$ cat src/rtl/axi_read_arbiter.sv
// Round-robin owner of the shared AXI4 read channel between the I-cache and D-cache refill paths.
// The grant is held from AR issue through the last R beat; the other requester is fully masked.
module axi_read_arbiter #(
  parameter int addr_width = 64,
  parameter int data_width = 64
) (
  input  logic                  clock,
  input  logic                  reset,

  input  logic                  i_arvalid,
  input  logic [addr_width-1:0] i_araddr,
  input  logic [7:0]            i_arlen,
  input  logic [2:0]            i_arsize,
  input  logic [1:0]            i_arburst,
  output logic                  i_arready,
  output logic                  i_rvalid,
  output logic [data_width-1:0] i_rdata,
  output logic                  i_rlast,
  input  logic                  i_rready,

  input  logic                  d_arvalid,
  input  logic [addr_width-1:0] d_araddr,
  input  logic [7:0]            d_arlen,
  input  logic [2:0]            d_arsize,
  input  logic [1:0]            d_arburst,
  output logic                  d_arready,
  output logic                  d_rvalid,
  output logic [data_width-1:0] d_rdata,
  output logic                  d_rlast,
  input  logic                  d_rready,

  output logic                  m_axi_arvalid,
  output logic [addr_width-1:0] m_axi_araddr,
  output logic [7:0]            m_axi_arlen,
  output logic [2:0]            m_axi_arsize,
  output logic [1:0]            m_axi_arburst,
  input  logic                  m_axi_arready,
  input  logic                  m_axi_rvalid,
  input  logic                  m_axi_rlast,
  input  logic [data_width-1:0] m_axi_rdata,
  output logic                  m_axi_rready,

  output logic                  icache_active,
  output logic                  dcache_active,
  output logic                  len_error
);

  typedef enum logic [1:0] {S_IDLE, S_ADDR, S_DATA} state_t;
  typedef enum logic [1:0] {G_NONE, G_I, G_D} grant_t;

  state_t     r_state;
  grant_t     r_grant;
  grant_t     r_last_grant;
  logic [7:0] r_beat_cnt;
  logic [7:0] r_latched_len;
  logic       r_len_error;

  logic   w_run;
  logic   w_sel_i;
  logic   w_sel_d;
  logic   w_in_addr;
  logic   w_in_data;
  logic   w_arvalid_g;
  logic   w_rready_g;
  logic   w_ar_hs;
  logic   w_r_hs;
  grant_t w_pick;

  // Outputs are forced low while reset is held, even if the state register is still mid-burst.
  assign w_run     = !reset;
  assign w_sel_i   = (r_grant == G_I);
  assign w_sel_d   = (r_grant == G_D);
  assign w_in_addr = w_run && (r_state == S_ADDR);
  assign w_in_data = w_run && (r_state == S_DATA);

  assign w_arvalid_g = (w_sel_i && i_arvalid) || (w_sel_d && d_arvalid);
  assign w_rready_g  = (w_sel_i && i_rready)  || (w_sel_d && d_rready);
  assign w_ar_hs     = m_axi_arvalid && m_axi_arready;
  assign w_r_hs      = m_axi_rvalid && m_axi_rready;

  // Tie goes to whoever did not win last time.
  always_comb begin
    w_pick = G_NONE;
    if (i_arvalid && d_arvalid)
      w_pick = (r_last_grant == G_I) ? G_D : G_I;
    else if (i_arvalid)
      w_pick = G_I;
    else if (d_arvalid)
      w_pick = G_D;
  end

  always_comb begin
    m_axi_araddr  = '0;
    m_axi_arlen   = '0;
    m_axi_arsize  = '0;
    m_axi_arburst = '0;
    if (w_in_addr && w_sel_i) begin
      m_axi_araddr  = i_araddr;
      m_axi_arlen   = i_arlen;
      m_axi_arsize  = i_arsize;
      m_axi_arburst = i_arburst;
    end else if (w_in_addr && w_sel_d) begin
      m_axi_araddr  = d_araddr;
      m_axi_arlen   = d_arlen;
      m_axi_arsize  = d_arsize;
      m_axi_arburst = d_arburst;
    end
  end

  assign m_axi_arvalid = w_in_addr && w_arvalid_g;
  assign i_arready     = w_in_addr && w_sel_i && m_axi_arready;
  assign d_arready     = w_in_addr && w_sel_d && m_axi_arready;

  assign m_axi_rready  = w_in_data && w_rready_g;
  assign i_rvalid      = w_in_data && w_sel_i && m_axi_rvalid;
  assign d_rvalid      = w_in_data && w_sel_d && m_axi_rvalid;
  assign i_rlast       = w_in_data && w_sel_i && m_axi_rlast;
  assign d_rlast       = w_in_data && w_sel_d && m_axi_rlast;
  // Data fans out to both sides; only rvalid qualifies it.
  assign i_rdata       = w_in_data ? m_axi_rdata : '0;
  assign d_rdata       = w_in_data ? m_axi_rdata : '0;

  assign icache_active = w_run && w_sel_i && (r_state != S_IDLE);
  assign dcache_active = w_run && w_sel_d && (r_state != S_IDLE);
  assign len_error     = w_run && r_len_error;

  always_ff @(posedge clock) begin
    if (reset) begin
      r_state       <= S_IDLE;
      r_grant       <= G_NONE;
      r_last_grant  <= G_I;
      r_beat_cnt    <= '0;
      r_latched_len <= '0;
      r_len_error   <= 1'b0;
    end else begin
      case (r_state)
        S_IDLE: begin
          if (w_pick != G_NONE) begin
            r_grant      <= w_pick;
            r_last_grant <= w_pick;
            r_state      <= S_ADDR;
          end
        end
        S_ADDR: begin
          if (w_ar_hs) begin
            r_latched_len <= m_axi_arlen;
            r_beat_cnt    <= '0;
            r_state       <= S_DATA;
          end else if (!w_arvalid_g) begin
            r_grant <= G_NONE;
            r_state <= S_IDLE;
          end
        end
        S_DATA: begin
          if (w_r_hs) begin
            r_beat_cnt <= r_beat_cnt + 8'd1;
            if (m_axi_rlast) begin
              // Count before this beat equals arlen exactly when the burst had arlen+1 beats.
              if (r_beat_cnt != r_latched_len)
                r_len_error <= 1'b1;
              r_grant <= G_NONE;
              r_state <= S_IDLE;
            end
          end
        end
        default: begin
          r_grant <= G_NONE;
          r_state <= S_IDLE;
        end
      endcase
    end
  end

endmodule
$ cat config.mk
export PLATFORM = sky130hd
export DESIGN_NAME = axi_read_arbiter
export DESIGN_NICKNAME = d
export VERILOG_FILES = /design/src/rtl/axi_read_arbiter.sv
export SDC_FILE = /design/constraint.sdc
export NUM_CORES = 1
export LEC_CHECK = 0
export ABC_CLOCK_PERIOD_IN_PS = 5650
export BUFFER_PORTS_ARGS = -buffer_cell sky130_fd_sc_hd__clkbuf_2
export CORE_AREA = 2 2 175 177
export DETAILED_ROUTE_END_ITERATION = 6
export DIE_AREA = 0 0 177 179
export PLACE_DENSITY = 0.46
export SLEW_MARGIN = 20
export SYNTH_ARGS = -nofsm -noshare
export SYNTH_HDL_FRONTEND = slang
export SYNTH_SLANG_ARGS = --single-unit
$ cat constraint.sdc
create_clock -name clock -period 5.65 [get_ports clock]
set_input_delay 1.4125 -clock clock [delete_from_list [all_inputs] [get_ports clock]]
set_output_delay 1.4125 -clock clock [all_outputs]
set_load 0.1 [all_outputs]
==> results of run 1 <==
## layer usage
metal / GRT usage, % / share of wire, % / up-vias
met4: 0.895 / 0.84 / 0
met3: 0.721 / 6.7 / 8
met2: 13.0 / 49 / 209
met1: 10.7 / 44 / 1860
met5: 0 / 0 / -
li1: - / - / 2039
## flip-flops by register name, indices dropped and copies added, names as in the netlist
signal,flops
r_grant,2
r_state,2
r_beat_cnt,8
r_latched_len,8
r_last_grant,2
r_len_error,1
## final timing paths
| path | start | endpoint | slack [ns] | cells past startpoint |
|---|---|---|---|---|
| worst min-delay path | r_latched_len[3]$_SDFFE_PP0P_ | r_latched_len[3]$_SDFFE_PP0P_ | 0.51 | 2 |
| worst max-delay path | reset | m_axi_araddr[44] | 0.68 | 6 |
| worst max register to register | r_state[0]$_SDFFE_PP0P_ | r_latched_len[0]$_SDFFE_PP0P_ | 3.19 | 5 |
| worst min register to register | r_latched_len[3]$_SDFFE_PP0P_ | r_latched_len[3]$_SDFFE_PP0P_ | 0.51 | 2 |
## synth_stat cells, drive strengths merged
cell type,number
a2111oi,2
nand2,6
or3,1
or2b,1
inv,13
a221o,1
and2,64
dfxtp,23
nor3b,1
nand4bb,1
o21ai,8
o21bai,2
nand4b,1
nand2b,7
a21oi,7
and3,1
a22oi,8
a311oi,1
a21boi,1
mux2,1
o21a,1
xnor2,11
ha,1
o211a,1
a22o,69
a211oi,15
or3b,2
nand3,3
nor2b,2
nor2,24
clkbuf,12
buf,82
nand4,3
a21o,2
o21ba,1
nand3b,4
nor3,6
## power by group through the flow
stage	registers [mW]	logic, mW	clock network, mW
2_1_floorplan	0.173	0.168	0
3_3_place_gp	0.175	0.267	0
3_5_place_dp	0.175	0.267	0
4_1_cts	0.171	0.268	0.160
5_1_grt	0.172	0.284	0.167
6_report	0.171	0.268	0.156
## critical path: stages
cell      delay, ns
clkbuf_2       0.09
or3b_1         0.53
nor2_4         0.63
buf_4          0.26
a22o_1         0.16
clkbuf_2       0.47
## stage by stage
stage               util [%]  hold slack, ns  power (mW)  worst slack [ns]  cell area (µm²)
global route            17.5           0.540       0.622             0.552             5270
global placement        17.3           0.506       0.442             0.681             5190
CTS                     17.5           0.517       0.599             0.647             5270
floorplan                  -           0.474       0.341            0.0884             2960
finish                  17.5           0.513       0.595             0.679             5270
detailed placement      17.3           0.508       0.442             0.643             5190
## cell families (layout without fill, tap and decap cells)
logic type,Yosys count,in the layout,share of synthesized area [%]
buffers and inverters,107,468,22.7
AND/OR/NAND/NOR,127,127,24.8
XOR/XNOR,11,11,3.25
multiplexers,1,1,0.380
AO/OA/AOI/OAI,119,119,33.0
flip-flops,23,23,15.6
adder cells (fa/ha/maj),1,1,0.423
## cell type report
cell class	instances	area (µm²)	area share, %
well taps	396	495	9.41
clock buffers	3	75.1	1.43
clock inverters	1	5.00	0.0950
multi-input cells	259	1840	35.0
repair buffers	451	2340	44.4
flip-flops and latches	23	460	8.74
inverters	13	48.8	0.927
==> run metrics, run 1 <==
switching share of total power 41.6%; Via-to-Cell Ratio 3.59; cell taking the most area after synthesis a22o_1; Leak 2.91 nW; Synthesis Warnings 0; DRC Markers 0; Die ar. 31700 µm²; largest net degree at the start of global routing 78; worst slew pin tran 0.792 ns; Min Clock Period, post-route 4.97 ns; leading post-synthesis cells by cell area a22o_1 (20%), buf_4 (16%), dfxtp_1 (16%); pwr/cell area 113 nW/µm²; commonest cells after routing, fill and taps aside clkbuf_2 (439), a22o_1 (69), and2_1 (64), dfxtp_1 (23), nor2_1 (22); Port Buf Inserts 442; Worst slew margin 47.0%; drt wl/cell 12.5 µm; Final nets 979; GRT overflow 0; post-synthesis area per instance 7.61 µm²; crit path DAT 3.56 ns; Post-DRT Antenna Nets 0; worst-skew pair later-pin latency 0.25 ns; share of post-route cells with drive strength above 1 61.9%; CP endpoint kind output pin; starting density of the core 9.86%; drt pass-1 iters 5; final setup vio count 0; unrepaired setup endpoints after global routing false; most common cell after layout, fill and taps aside clkbuf_2; Detailed Route WL 14.3 mm; global-route wire length before repair 19.1 mm; f_max 201 MHz; Int Pwr 347 µW; Die Ht 179 µm; Setup Crit Path Kind input pin to output pin; non-filler cells, final 1146; Reg clk slew, reported paths 0.06 ns; Antenna Cells 0; fillers 3459; I/O Pins 443; Reg power frac 28.8%; Cells after DPL 1142; number of global-route vias before repair 3438; core area 30000 µm²; Required @ worst endpoint 4.24 ns; max cap viols 0; CP max FO 27; CTS Buf Count 3; #FFs+latches synth 23; initial DRC count 158; Min-Delay Path Class flop to flop; synthesized area 2960 µm²; total track usage 7.64%; via count 4116; HPWL after DPL 12.5 mm; H-tree lvl count 1; post-synth top area share 20.4%; VDD IR max 82.0 µV; Resized Gates After CTS 0; status complete, no violations; Gate power share 45.0%; post-CTS setup buffers 0; final hold vios 0; sequential area share after synthesis 15.6%; die width 177 µm; clk sinks 23; Clk pwr share 26.2%; fin crit share 88.0%; Unique masters post-synth 45; row cnt 64; final setup TNS 0 ns; Slew Viols, Final 0; NetSw 248 µW; initial antenna violation count 0; Post-Route Skew 0.00196 ns; CTS tree built; Clock Root Buffer clkbuf_16; GPL Wtd Cong 0.757; CTS hold repair buffers 0; Area Growth Syn to Fin 77.9%; Post-Syn Instances 389; clock buffer depth 2; Net Count, Synth 617; critical path launch point type input pin
(Power assumes the default switching activity.)
==> run 2, diff against run 1 <==
==> constraint.sdc (replaced) <==
create_clock -name clock -period 5.65 [get_ports clock]
set_input_delay 0 -clock clock [delete_from_list [all_inputs] [get_ports clock]]
set_output_delay 0 -clock clock [all_outputs]
set_load 0.1 [all_outputs]
==> run metrics, run 2 (synthesis results as in run 1) <==
status complete, no violations; final setup vio count 0; fin crit share 51.8%; setup ws final 2.73 ns; Setup Crit Path Kind flop to output pin; Via-to-Cell Ratio 3.55; H-tree lvl count 1; clk sinks 23; largest net degree at the start of global routing 78; HPWL after DPL 12.2 mm; drt wl/cell 12.5 µm; Die Ht 179 µm; r2r endpoint r_latched_len[0]$_SDFFE_PP0P_; worst setup path startpoint r_state[0]$_SDFFE_PP0P_; pwr/cell area 114 nW/µm²; DRC Markers 0; CTS Buf Count 3; starting density of the core 9.86%; row cnt 64; unrepaired setup endpoints after global routing false; total track usage 7.72%; GPL Wtd Cong 0.732; clock buffer depth 2; final hold vios 0; Die ar. 31700 µm²; CP endpoint kind output pin; die width 177 µm; I/O Pins 443; core area 30000 µm²; Slew Viols, Final 0; crit path DAT 2.92 ns; total power 590 µW; Cells after DPL 1136; CP peak stage delay 0.59 ns; most common cell after layout, fill and taps aside clkbuf_2; Min Clock Period, post-route 2.92 ns; worst setup path endpoint m_axi_arlen[0]; Resized Gates After CTS 0; critical-path cell list or3b_1 -> nor2_4 -> buf_4 -> a22oi_1 -> inv_1 -> clkbuf_2; Leak 2.87 nW; CTS tree built; final setup TNS 0 ns; non-filler cells, final 1140; global-route wire length before repair 19.4 mm; Setup WS pre-CTS 2.97 ns; f_max 342 MHz; initial antenna violation count 0; Final nets 973; commonest cells after routing, fill and taps aside clkbuf_2 (442), a22o_1 (69), and2_1 (64), dfxtp_1 (23), nor2_1 (22); GRT overflow 0; max cap viols 0; VDD IR max 85.4 µV; Antenna Cells 0; post-CTS setup buffers 0; Post-DRT Antenna Nets 0; FF-to-FF Start r_state[0]$_SDFFE_PP0P_; Worst slew margin 40.5%; CTS hold repair buffers 0; Clock Root Buffer clkbuf_16; slowest CP cell buf_4; Required @ worst endpoint 5.65 ns; Min-Delay Path Class input pin to flop; Reg clk slew, reported paths 0.06 ns; Post-Route Skew 0.00160 ns; worst reg2reg path depth 5; Worst Hold Depth 2; worst slew pin tran 0.889 ns; number of global-route vias before repair 3496; CP max FO 77; critical path launch point type flop; Detailed Route WL 14.2 mm; share of post-route cells with drive strength above 1 61.6%; Port Buf Inserts 442; initial DRC count 128; largest registers r_beat_cnt (8), r_latched_len (8); Area Growth Syn to Fin 74.9%; via count 4050; worst-skew pair later-pin latency 0.26 ns; R2R Setup Slk 3.21 ns; drt pass-1 iters 4
## run 2: cell types whose count changed in the layout (fill, tap and decap cells not counted)
cell,change
buf_4,-6
clkbuf_2,+3
buf_12,-3
## run 2: worst min-delay path by stage
| stage | startpoint | endpoint |
|---|---|---|
| 4_1_cts | i_arvalid | r_last_grant[1]$_SDFFE_PP0P_ |
| 2_1_floorplan | m_axi_arready | r_state[1]$_SDFFE_PP0P_ |
| 6_report | i_arvalid | r_last_grant[1]$_SDFFE_PP0P_ |
| 3_5_place_dp | i_arvalid | r_last_grant[1]$_SDFFE_PP0P_ |
| 3_3_place_gp | i_arvalid | r_last_grant[1]$_SDFFE_PP0P_ |
| 5_1_grt | i_arvalid | r_last_grant[1]$_SDFFE_PP0P_ |
## run 2: area by class of cell
type	instances	area [µm²]
well taps	396	495
multi-input cells	259	1840
fillers	3448	24900
clock buffers	3	75.1
clock inverters	1	5.00
flip-flops and latches	23	460
inverters	13	48.8
repair buffers	445	2250
## run 2: critical path: cells and delay by family (launching register included)
family	cells	cell delay, ns
and+or+nand+nor	2	0.68
AOI/OAI and AO/OA	1	0.29
DFF	1	0.46
buffers and inverters	3	1.15
## run 2: where the power goes
part	internal, mW	switching [mW]
clock network	0.0953	0.0605
logic	0.0841	0.179
registers	0.166	0.00480
total	0.345	0.244
## run 2: metrics by stage
stage / cell area [µm²] / utilization [%] / hold WS, ns
global route: 5180 / 17.2 / 0.0744
CTS: 5180 / 17.2 / 0.0611
finish: 5180 / 17.2 / 0.0753
floorplan: 2960 / - / 0.186
detailed placement: 5100 / 17.0 / 0.343
global placement: 5100 / 17.0 / 0.336
## run 2: metal layers
metal	up-vias	GRT usage [%]	wire length, µm
met5	-	0	0
met4	0	0.138	0
met3	0	1.21	1180
met2	195	13.1	6840
met1	1829	10.8	6190
li1	2026	-	-
==> run 3, diff against run 2 <==
Settings changed: ABC_CLOCK_PERIOD_IN_PS 5650 to 3000, CORE_AREA 2 2 175 177 to 2 2 173 175, DIE_AREA 0 0 177 179 to 0 0 175 177.
Clock period 5.65 ns to 3 ns, I/O delays scaled along.
==> run metrics, run 3 (synthesis results as in run 1) <==
status complete, no violations; CP endpoint kind output pin; via count 4220; FF-to-FF Start r_state[0]$_SDFFE_PP0P_; fin crit share 94.3%; Setup Crit Path Kind flop to output pin; largest registers r_beat_cnt (8), r_latched_len (8); post-CTS setup buffers 0; clock buffer depth 2; f_max 354 MHz; Hold Startpoint i_arvalid; Gate power share 44.4%; Reg power frac 28.4%; Detailed Route WL 15.1 mm; Die ar. 31000 µm²; final setup vio count 0; total track usage 8.81%; Cells after DPL 1150; starting density of the core 10.1%; Worst Hold Slack 0.0751 ns; max cap viols 0; Area Growth Syn to Fin 79.3%; die width 175 µm; commonest cells after routing, fill and taps aside clkbuf_2 (442), a22o_1 (69), and2_1 (64), buf_4 (23), dfxtp_1 (23); R2R Setup Slk 0.77 ns; core area 29200 µm²; initial DRC count 137; share of post-route cells with drive strength above 1 62.6%; Final nets 993; global-route wire length before repair 21.4 mm; HPWL after DPL 13.3 mm; pwr/cell area 214 nW/µm²; r2r endpoint r_latched_len[4]$_SDFFE_PP0P_; largest net degree at the start of global routing 67; final design utilization 18.2%; Reg clk slew, reported paths 0.06 ns; drt wl/cell 13.1 µm; Placed Area 5230 µm²; final instance area 5310 µm²; GRT overflow 0; worst slew pin tran 0.673 ns; I/O Pins 443; DRC Markers 0; crit path DAT 2.83 ns; Min Clock Period, post-route 2.83 ns; CP max FO 25; drt pass-1 iters 6; Required @ worst endpoint 3.00 ns; fillers 3297; setup ws final 0.172 ns; VDD IR max 184 µV; Antenna Cells 0; Port Buf Inserts 442; Worst slew margin 55.1%; worst-skew pair later-pin latency 0.27 ns; non-filler cells, final 1154; critical-path cell list or3b_1 -> nor2_4 -> buf_4 -> a22o_1 -> clkbuf_2; initial antenna violation count 1; NetSw 479 µW; CTS Buf Count 3; Worst Hold Depth 2; Post-Route Skew 0.00630 ns; Clk pwr share 27.3%; clk sinks 23; Slew Viols, Final 0; Int Pwr 657 µW; family with the most delay on the worst path simple AND/OR/NAND/NOR gates; Clock Root Buffer clkbuf_16; Setup WS pre-CTS 0.479 ns; Via-to-Cell Ratio 3.66; row cnt 63; hold endpoint r_last_grant[1]$_SDFFE_PP0P_; CP peak stage delay 0.58 ns; Buf/Inv on CP 2; total power 1.14 mW; Die Ht 177 µm; CTS hold repair buffers 0; H-tree lvl count 1; critical path launch point type flop; final setup TNS 0 ns; slowest CP cell nor2_4; unrepaired setup endpoints after global routing false; number of global-route vias before repair 3746; CTS tree built; Leak 2.97 nW; most common cell after layout, fill and taps aside clkbuf_2; Min-Delay Path Class input pin to flop; Resized Gates After CTS 0; worst reg2reg path depth 5; Post-DRT Antenna Nets 0; switching share of total power 42.2%; GPL Wtd Cong 0.835; final hold vios 0
run 3: power groups by stage:
stage | clock (mW) | sequential (mW) | combinational (mW)
after floorplan | 0 | 0.325 | 0.316
after global placement | 0 | 0.328 | 0.505
after detailed placement | 0 | 0.329 | 0.505
after CTS | 0.319 | 0.322 | 0.507
after global routing | 0.335 | 0.324 | 0.533
final | 0.310 | 0.322 | 0.503
run 3: cell type report:
cell class                 count  area (µm²)  area share [%]
timing repair buffer         465        2380            44.9
clock buffer                   3        75.1            1.41
clock inverter                 1        7.51           0.141
multi-input combinational    259        1840            34.7
sequential                    23         460            8.67
inverter                      13        48.8           0.919
tap                          390         488            9.19
run 3: layer usage:
metal | vias to the layer above | GRT usage (%) | part of all wire [%]
met5 | - | 0 | 0.086
met1 | 1901 | 10.2 | 39
met3 | 9 | 2.38 | 9.1
met4 | 2 | 1.39 | 0.63
met2 | 231 | 16.5 | 52
li1 | 2077 | - | -
run 3: worst max path at each step:
| stage | depth (start not counted) | from | to |
|---|---|---|---|
| after floorplan | 4 | r_state[1]$_SDFFE_PP0P_ | d_arready |
| after global placement | 5 | r_state[0]$_SDFFE_PP0P_ | m_axi_araddr[42] |
| after global routing | 5 | r_state[0]$_SDFFE_PP0P_ | m_axi_araddr[39] |
| after CTS | 5 | r_state[0]$_SDFFE_PP0P_ | m_axi_araddr[32] |
| final | 5 | r_state[0]$_SDFFE_PP0P_ | m_axi_araddr[32] |
| after detailed placement | 5 | r_state[0]$_SDFFE_PP0P_ | m_axi_araddr[32] |
run 3: worst register-to-register path, delay by kind of cell (launching register included):
family          cells  cell delay (ns)
simple gates        2             1.12
flops               1             0.46
buf+inv             1             0.29
compound gates      2             0.29
